**src/rtl/lpf_pkg.sv**
```systemverilog
// Shared sample types for the low-pass filter and decimating FIFO.
// Optional build macro: LPF_DEC_AVG_EN (see lpf_dec_fifo).
package lpf_pkg;
  localparam int SAMPLE_W = 12;
  typedef logic signed [SAMPLE_W-1:0] sample_t;
endpackage

```
**src/rtl/lpf_sync_fifo.sv**
```systemverilog
// Synchronous FIFO with registered head output and sticky overflow.
// Full/empty come from the occupancy count, never from pointer equality.
module lpf_sync_fifo #(
  parameter int WIDTH = 12,
  parameter int DEPTH = 8
) (
  input  logic                     clk,
  input  logic                     rst,
  input  logic                     clr,
  input  logic                     push,
  input  logic [WIDTH-1:0]         wdata,
  input  logic                     pop_req,
  output logic [WIDTH-1:0]         rdata,
  output logic                     valid,
  output logic [$clog2(DEPTH):0]   level,
  output logic                     overflow
);
  localparam int AW = $clog2(DEPTH);
  localparam int LW = AW + 1;

  logic [WIDTH-1:0] mem [DEPTH];
  logic [AW-1:0]    wr_ptr;
  logic [AW-1:0]    rd_ptr;
  logic [AW-1:0]    nxt_rd;
  logic             full;
  logic             pop;
  logic             wr_ok;

  assign valid  = (level != '0);
  assign full   = (level == LW'(DEPTH));
  assign pop    = valid & pop_req;
  assign wr_ok  = push & (~full | pop);
  assign nxt_rd = rd_ptr + AW'(1);

  always_ff @(posedge clk) begin
    if (wr_ok && !clr) mem[wr_ptr] <= wdata;
  end

  always_ff @(posedge clk or negedge rst) begin
    if (!rst) begin
      wr_ptr   <= '0;
      rd_ptr   <= '0;
      level    <= '0;
      rdata    <= '0;
      overflow <= 1'b0;
    end else if (clr) begin
      wr_ptr   <= '0;
      rd_ptr   <= '0;
      level    <= '0;
      rdata    <= '0;
      overflow <= 1'b0;
    end else begin
      if (wr_ok) wr_ptr <= wr_ptr + AW'(1);
      if (pop)   rd_ptr <= nxt_rd;
      unique case ({wr_ok, pop})
        2'b10:   level <= level + LW'(1);
        2'b01:   level <= level - LW'(1);
        default: level <= level;
      endcase
      if (push && full && !pop) overflow <= 1'b1;
      // Head register tracks the entry that will be oldest next cycle.
      if (pop) begin
        if (level == LW'(1)) begin
          if (wr_ok) rdata <= wdata;
        end else begin
          rdata <= mem[nxt_rd];
        end
      end else if (!valid && wr_ok) begin
        rdata <= wdata;
      end
    end
  end
endmodule

```
**src/rtl/lpf_dec_fifo.sv**
```systemverilog
// Strobe-aligned capture and decimation of filter output into a FIFO.
// Define LPF_DEC_AVG_EN to push the block average instead of every DEC-th sample.
module lpf_dec_fifo
  import lpf_pkg::*;
#(
  parameter int DEC   = 4,
  parameter int DEPTH = 8
) (
  input  logic                   clk,
  input  logic                   rst,
  input  logic                   en,
  input  logic                   clr,
  input  logic                   f_s,
  input  sample_t                din,
  output sample_t                m_data,
  output logic                   m_valid,
  input  logic                   m_ready,
  output logic [$clog2(DEPTH):0] level,
  output logic                   overflow
);
  localparam int CW = $clog2(DEC);

  logic          p0;
  logic          p1;
  logic          cap;
  logic          edge_s;
  logic [CW-1:0] cnt;
  logic          step;
  logic          last;
  logic          push;
  sample_t       push_val;

  assign edge_s = p0 & ~p1;
  assign step   = cap & en;
  assign last   = (cnt == CW'(DEC - 1));
  assign push   = step & last & ~clr;

  // cap trails the upstream edge so din has settled in its register.
  always_ff @(posedge clk or negedge rst) begin
    if (!rst) begin
      p0  <= 1'b0;
      p1  <= 1'b0;
      cap <= 1'b0;
      cnt <= '0;
    end else begin
      p0  <= f_s;
      p1  <= p0;
      cap <= edge_s;
      if (clr)       cnt <= '0;
      else if (step) cnt <= last ? '0 : cnt + CW'(1);
    end
  end

`ifdef LPF_DEC_AVG_EN
  logic signed [SAMPLE_W+CW-1:0] acc;
  logic signed [SAMPLE_W+CW-1:0] acc_sum;

  assign acc_sum  = acc + (SAMPLE_W+CW)'(din);
  assign push_val = sample_t'(acc_sum >>> CW);

  always_ff @(posedge clk or negedge rst) begin
    if (!rst)      acc <= '0;
    else if (clr)  acc <= '0;
    else if (step) acc <= last ? '0 : acc_sum;
  end
`else
  assign push_val = din;
`endif

  lpf_sync_fifo #(
    .WIDTH (SAMPLE_W),
    .DEPTH (DEPTH)
  ) u_fifo (
    .clk      (clk),
    .rst      (rst),
    .clr      (clr),
    .push     (push),
    .wdata    (push_val),
    .pop_req  (m_ready),
    .rdata    (m_data),
    .valid    (m_valid),
    .level    (level),
    .overflow (overflow)
  );
endmodule
```
**config.mk**
```make
export PLATFORM = sky130hd
export DESIGN_NAME = lpf_dec_fifo
export DESIGN_NICKNAME = d
export VERILOG_FILES = /design/src/rtl/lpf_pkg.sv /design/src/rtl/lpf_sync_fifo.sv /design/src/rtl/lpf_dec_fifo.sv
export SDC_FILE = /design/constraint.sdc
export NUM_CORES = 1
export LEC_CHECK = 0
export CORE_MARGIN = 1.5
export CORE_UTILIZATION = 33
export CTS_BUF_LIST = sky130_fd_sc_hd__clkbuf_4 sky130_fd_sc_hd__clkbuf_8
export DETAILED_ROUTE_END_ITERATION = 6
export DONT_BUFFER_PORTS = 1
export HOLD_SLACK_MARGIN = 0.15
export PLACE_DENSITY_LB_ADDON = 0.25
export SYNTH_ARGS = -nofsm -noshare
export SYNTH_HDL_FRONTEND = slang
export SYNTH_SLANG_ARGS = --single-unit
```
**constraint.sdc**
```tcl
create_clock -name clk -period 6.87 [get_ports clk]
set_clock_uncertainty 0.1 [all_clocks]
set_input_delay 1.374 -clock clk [delete_from_list [all_inputs] [get_ports clk]]
set_output_delay 1.374 -clock clk [all_outputs]
set_load 0.01 [all_outputs]
```
# Word-level counts from Yosys, hierarchy flattened
# Memories as Yosys holds them, arrays and structs flattened.
# Cells that the tools add are included.
dict set report classes {
  n_addsub 5
  bitwise_logic 10
  mux 18
  eq_ne 6
  n_reduce_logical 15
}
# op n
set op_table {}
lappend op_table {{2-to-1 mux 12 bit} 5}
lappend op_table {{2-to-1 mux 3 bit} 4}
lappend op_table {{case mux 4 bit (2 select lines)} 1}
lappend op_table {{nonzero test 2 bit} 4}
lappend op_table {{adder 3 x 1 -> 3 bit, second input constant} 2}
lappend op_table {{AND 1 bit} 6}
lappend op_table {{2-to-1 mux 2 bit} 3}
lappend op_table {{nonzero test 3 bit} 2}
lappend op_table {{adder 4 x 1 -> 4 bit, second input constant} 1}
lappend op_table {{equality test 2 bit, second input constant} 2}
lappend op_table {{equality test 4 x 1 -> 1 bit, second input constant} 1}
lappend op_table {{equality test 4 bit, second input constant} 1}
lappend op_table {{logical AND 1 bit} 4}
lappend op_table {{2-to-1 mux 1 bit} 4}
lappend op_table {{2-to-1 mux 4 bit} 1}
lappend op_table {{!= test 4 bit, second input constant} 1}
lappend op_table {{nonzero test 4 bit} 1}
lappend op_table {{subtractor 4 x 1 -> 4 bit, second input constant} 1}
lappend op_table {{zero test 1 bit} 3}
lappend op_table {{NOT 1 bit} 3}
lappend op_table {{adder 2 x 1 -> 2 bit, second input constant} 1}
lappend op_table {{equality test 2 x 1 -> 1 bit, second input constant} 1}
lappend op_table {{AND reduction 2 bit} 1}
lappend op_table {{OR 1 bit} 1}
dict set report totals {
  output_inout_bits 18
  mem_bits_rw 96
  mem_count 1
  in_bits 18
  word_cells 64
  regBits 28
}
# name words word_bits rd rd_clocked_by_memory_dff wr line
set mem_list {}
lappend mem_list {u_fifo.mem 8 12 1 0 1 lpf_sync_fifo.sv:21} ;# logic [WIDTH-1:0] mem [DEPTH];

# Longest topological paths before layout
dict set report logic_depth {
  word_depth 8
  ltp_mapped 7
  depth_no_buf 7
}

# Cells and area by module
# From an unflattened synthesis, not the netlist that was laid out.
dict set report hier_totals {
  cells_unflattened 326
  area_unflattened_um2 5186.2
}
# mod area_per_inst_um2 cells_per_inst seq_area_each_um2 n_inst
set modules_own_cells {}
lappend modules_own_cells {lpf_sync_fifo 4986.0 312 3458.3 1}
lappend modules_own_cells {lpf_dec_fifo 200.2 14 125.1 1}

# Worst setup path before layout
# No wires, ideal clock.
dict set report synth_path {
  path_type {input to register}
  from {input m_ready}
  to {memory u_fifo.mem[0][0] (enable)}
  path_buffers 0
  required_time_ns 6.374
  setup_time_ns 0.396
  stages 4
  path_slack_ns 3.537
  t_arrival_ns 2.837
  cell_sequence {and4bb_2 nor3_1 nand2b_1 nor3_1}
}
dict set report synth_between {
  elab_chain_cells 6
}
# item line
set synth_lines {}
lappend synth_lines {{start: declaration} lpf_dec_fifo.sv:17} ;# input logic m_ready,
lappend synth_lines {{AND 1 bit} lpf_sync_fifo.sv:31} ;# assign pop = valid & pop_req;
lappend synth_lines {{OR 1 bit} lpf_sync_fifo.sv:32} ;# assign wr_ok = push & (~full | pop);
lappend synth_lines {{AND 1 bit} lpf_sync_fifo.sv:32}
lappend synth_lines {{logical AND 1 bit} lpf_sync_fifo.sv:36} ;# if (wr_ok && !clr) mem[wr_ptr] <= wdata;
lappend synth_lines {{2-to-1 mux 1 bit} lpf_sync_fifo.sv:36}
lappend synth_lines {{2-to-1 mux 1 bit (implied by the code)} lpf_sync_fifo.sv:36}
lappend synth_lines {{end: declaration} lpf_sync_fifo.sv:21}
# No other way between the ends.

# Worst setup path after layout
dict set report layout_path {
  from {register u_fifo.level[1]}
  to {output m_valid}
}
dict set report layout_between {
  elab_chain_cells 1
}
# item line
set layout_lines {}
lappend layout_lines {{start: declaration} lpf_sync_fifo.sv:15} ;# output logic [$clog2(DEPTH):0] level,
lappend layout_lines {{start signal: assignment} lpf_sync_fifo.sv:56} ;# 2'b10: level <= level + LW'(1);
lappend layout_lines {{start signal: assignment} lpf_sync_fifo.sv:57} ;# 2'b01: level <= level - LW'(1);
lappend layout_lines {{start signal: assignment} lpf_sync_fifo.sv:58} ;# default: level <= level;
lappend layout_lines {{nonzero test 4 bit} lpf_sync_fifo.sv:29} ;# assign valid = (level != '0);
lappend layout_lines {{end: declaration} lpf_dec_fifo.sv:16} ;# output logic m_valid,
# No other way between the ends.

==> flow_summary.ini <==
[clocking]
cts.sinks = 124
clk_pin_slew_ps = 70
cts_tree = yes
cts.htree.levels = 4
clkLatencyLatePin_ps = 420
post_cts_buffers = 0
clockBufferDepth = 2
cts_hold_repair.buffers = 0
cts_resized = 0
cts-root-buf = clkbuf_8
cts_buffers = 17

[global_routing]
antenna_found_initial = 0
grtUsageTotal_pct = 14.1
grt_overflow = 0
grt_max_degree = 29
grt_pass1_vias = 2728
grt_pass1_wl_mm = 16.2

[final_layout]
final_common_cell = edfxtp_1
antenna_cells = 0
nets = 331
area_growth_syn_to_layout_pct = 11.5
stdcell_area_mm2 = 0.00563
layout_common_cells = edfxtp_1, nand2_1, dfrtp_1, mux4_2, clkbuf_8
drive_gt1_share_pct = 21.3

[logic_synthesis]
synth_edf_count = 96
yosysWarnings = 0
syn_area_mm2 = 0.00505
avgSynthCellArea_um2 = 17.0
netlist_instances = 297
ys_seq_elements = 124
synth-seq-area-share_pct = 70.9
ys_async_sr_fraction_pct = 22.6
syn-num-nets = 322
ys.flop_type = edfxtp_1
synth_cell_types = 37

[timing]
drv_slew = 0
min_period_ps = 3290
hold_ws_ps = 274
fmax_ghz = 0.304
tightest_slew_ps = 1270
setup_tns_ps = 0
final_hold_viol_count = 0
post-route-period-util_pct = 47.9
setup_viol = 0
slew_headroom_pct = 15.0
rsz0062_at_grt = false

[worst_setup_path]
cp_slowest_cell = dfrtp_1
r2r_cells = 6
worstSetupEndpointType = output pin
critPathLaunchType = flip-flop
critical_path_required_ps = 5400
critPathArrivalTime_ps = 1810
critical_path.top_delay_family = flip-flops
cp_max_fo = 7
crit_type = flip-flop to output pin
cp.depth = 4
worst-path-buf-inv = 2
cpPeakStageDelay_ps = 480
path_cells = inv_1 -> ha_1 -> nor3b_4 -> inv_2

[route]
avgRoutedWirePerCell_um = 20.7
initialDrtViolationCount = 101
first_pass_iters = 4
routed_via_density = 5.15
wl_mm = 10.5
vias = 2613
antenna_left = 0
drc = 0

[placed_design]
port_buffers = 0
gp_congestion = 0.757
place_hpwl_mm = 6.50
dpl_cell_area_mm2 = 0.00525

[min_path]
hp-class = flip-flop to flip-flop
hold_depth = 0

[power_and_ir_drop]
power_density_mw_per_mm2 = 355
peakVddDrop_mv = 0.155
p_leak_uw = 0.00194

[floorplan]
start_util_pct = 33.5
die_x_um = 127
dieArea_mm2 = 0.0161
fp-row-count = 45
core_mm2 = 0.0151
io_pins = 36
die_h_um = 127

[job]
maxCapViolCount = 0

[status]
status = complete, no violations
## area by class of cell
class / instances / area, um^2
Tap cell: 188 / 235
Fill cell: 1430 / 9460
Clock inverter: 6 / 63.8
Clock buffer: 26 / 320
Sequential cell: 124 / 3580
Timing Repair Buffer: 4 / 30.0
Inverter: 4 / 15.0
Multi-Input combinational cell: 155 / 1390
## cell families after synthesis
kind of cell / Yosys count / synth area share [%]
buf+inv: 18 / 1.98
simple gates: 75 / 7.08
fa+ha+maj: 7 / 1.73
flops: 124 / 70.9
xor+xnor: 6 / 1.04
mux: 27 / 11.3
compound gates: 40 / 5.92
## sequential cells by signal (all words and copies together) (netlist names)
name,flops
p0,1
u_fifo.rd_ptr,3
u_fifo.mem,96
p1,1
cnt,2
u_fifo.rdata,12
u_fifo.level,4
u_fifo.wr_ptr,3
cap,1
u_fifo.overflow,1
## power breakdown
group | switching (uW) | internal, uW
logic | 248 | 237
registers | 61.0 | 849
clock network | 266 | 338
total | 575 | 1420
## final timing paths
check                                         end       startpoint  slack, ps
worst min-delay path                           p1               p0        270
worst max-delay path                      m_valid  u_fifo.level[1]       3580
max in group asynchronous                  cnt[0]              rst       6050
min in group asynchronous         u_fifo.overflow              rst        540
worst min register to register                 p1               p0        270
worst max register to register  u_fifo.mem[6][11]  u_fifo.level[1]       3600
## Yosys cell counts, drive strengths merged (2+ instances only)
cell    number  area [um^2]
clkbuf       5         18.8
nor3         8         40.0
xor2         4         35.0
inv          4         15.0
buf          9         66.3
o21ai        2         10.0
nor2b        4         25.0
nor2        18         70.1
mux2         2         22.5
a221o       12          120
edfxtp      96         2880
and3         2         12.5
a22oi        2         15.0
ha           7         87.6
nand2       31          116
nand3        4         20.0
dfrtp       28          701
xnor2        2         17.5
nand2b       3         18.8
a21oi       17         85.1
a211oi       3         35.0
mux4        24          541
## metal layers
layer | vias up | global-route usage, % | share of wire, %
li1 | 1183 | - | -
met1 | 1371 | 17.2 | 45
met2 | 55 | 24.0 | 50
met3 | 4 | 4.72 | 4.5
met4 | 0 | 4.21 | 0.56
met5 | - | 0 | 0
## per-stage QoR
stage | std cells | util [%] | setup WS, ps | total power [uW]
after global routing | 507 | 37.3 | 3320 | 2100
after floorplan | 297 | - | 3540 | 1320
after CTS | 507 | 37.3 | 3540 | 2030
after detailed placement | 475 | 34.8 | 3210 | 1420
final | 507 | 37.3 | 3580 | 2000
after global placement | 475 | 34.8 | 3240 | 1420
Note: power is estimated with default switching activity, not from simulation.
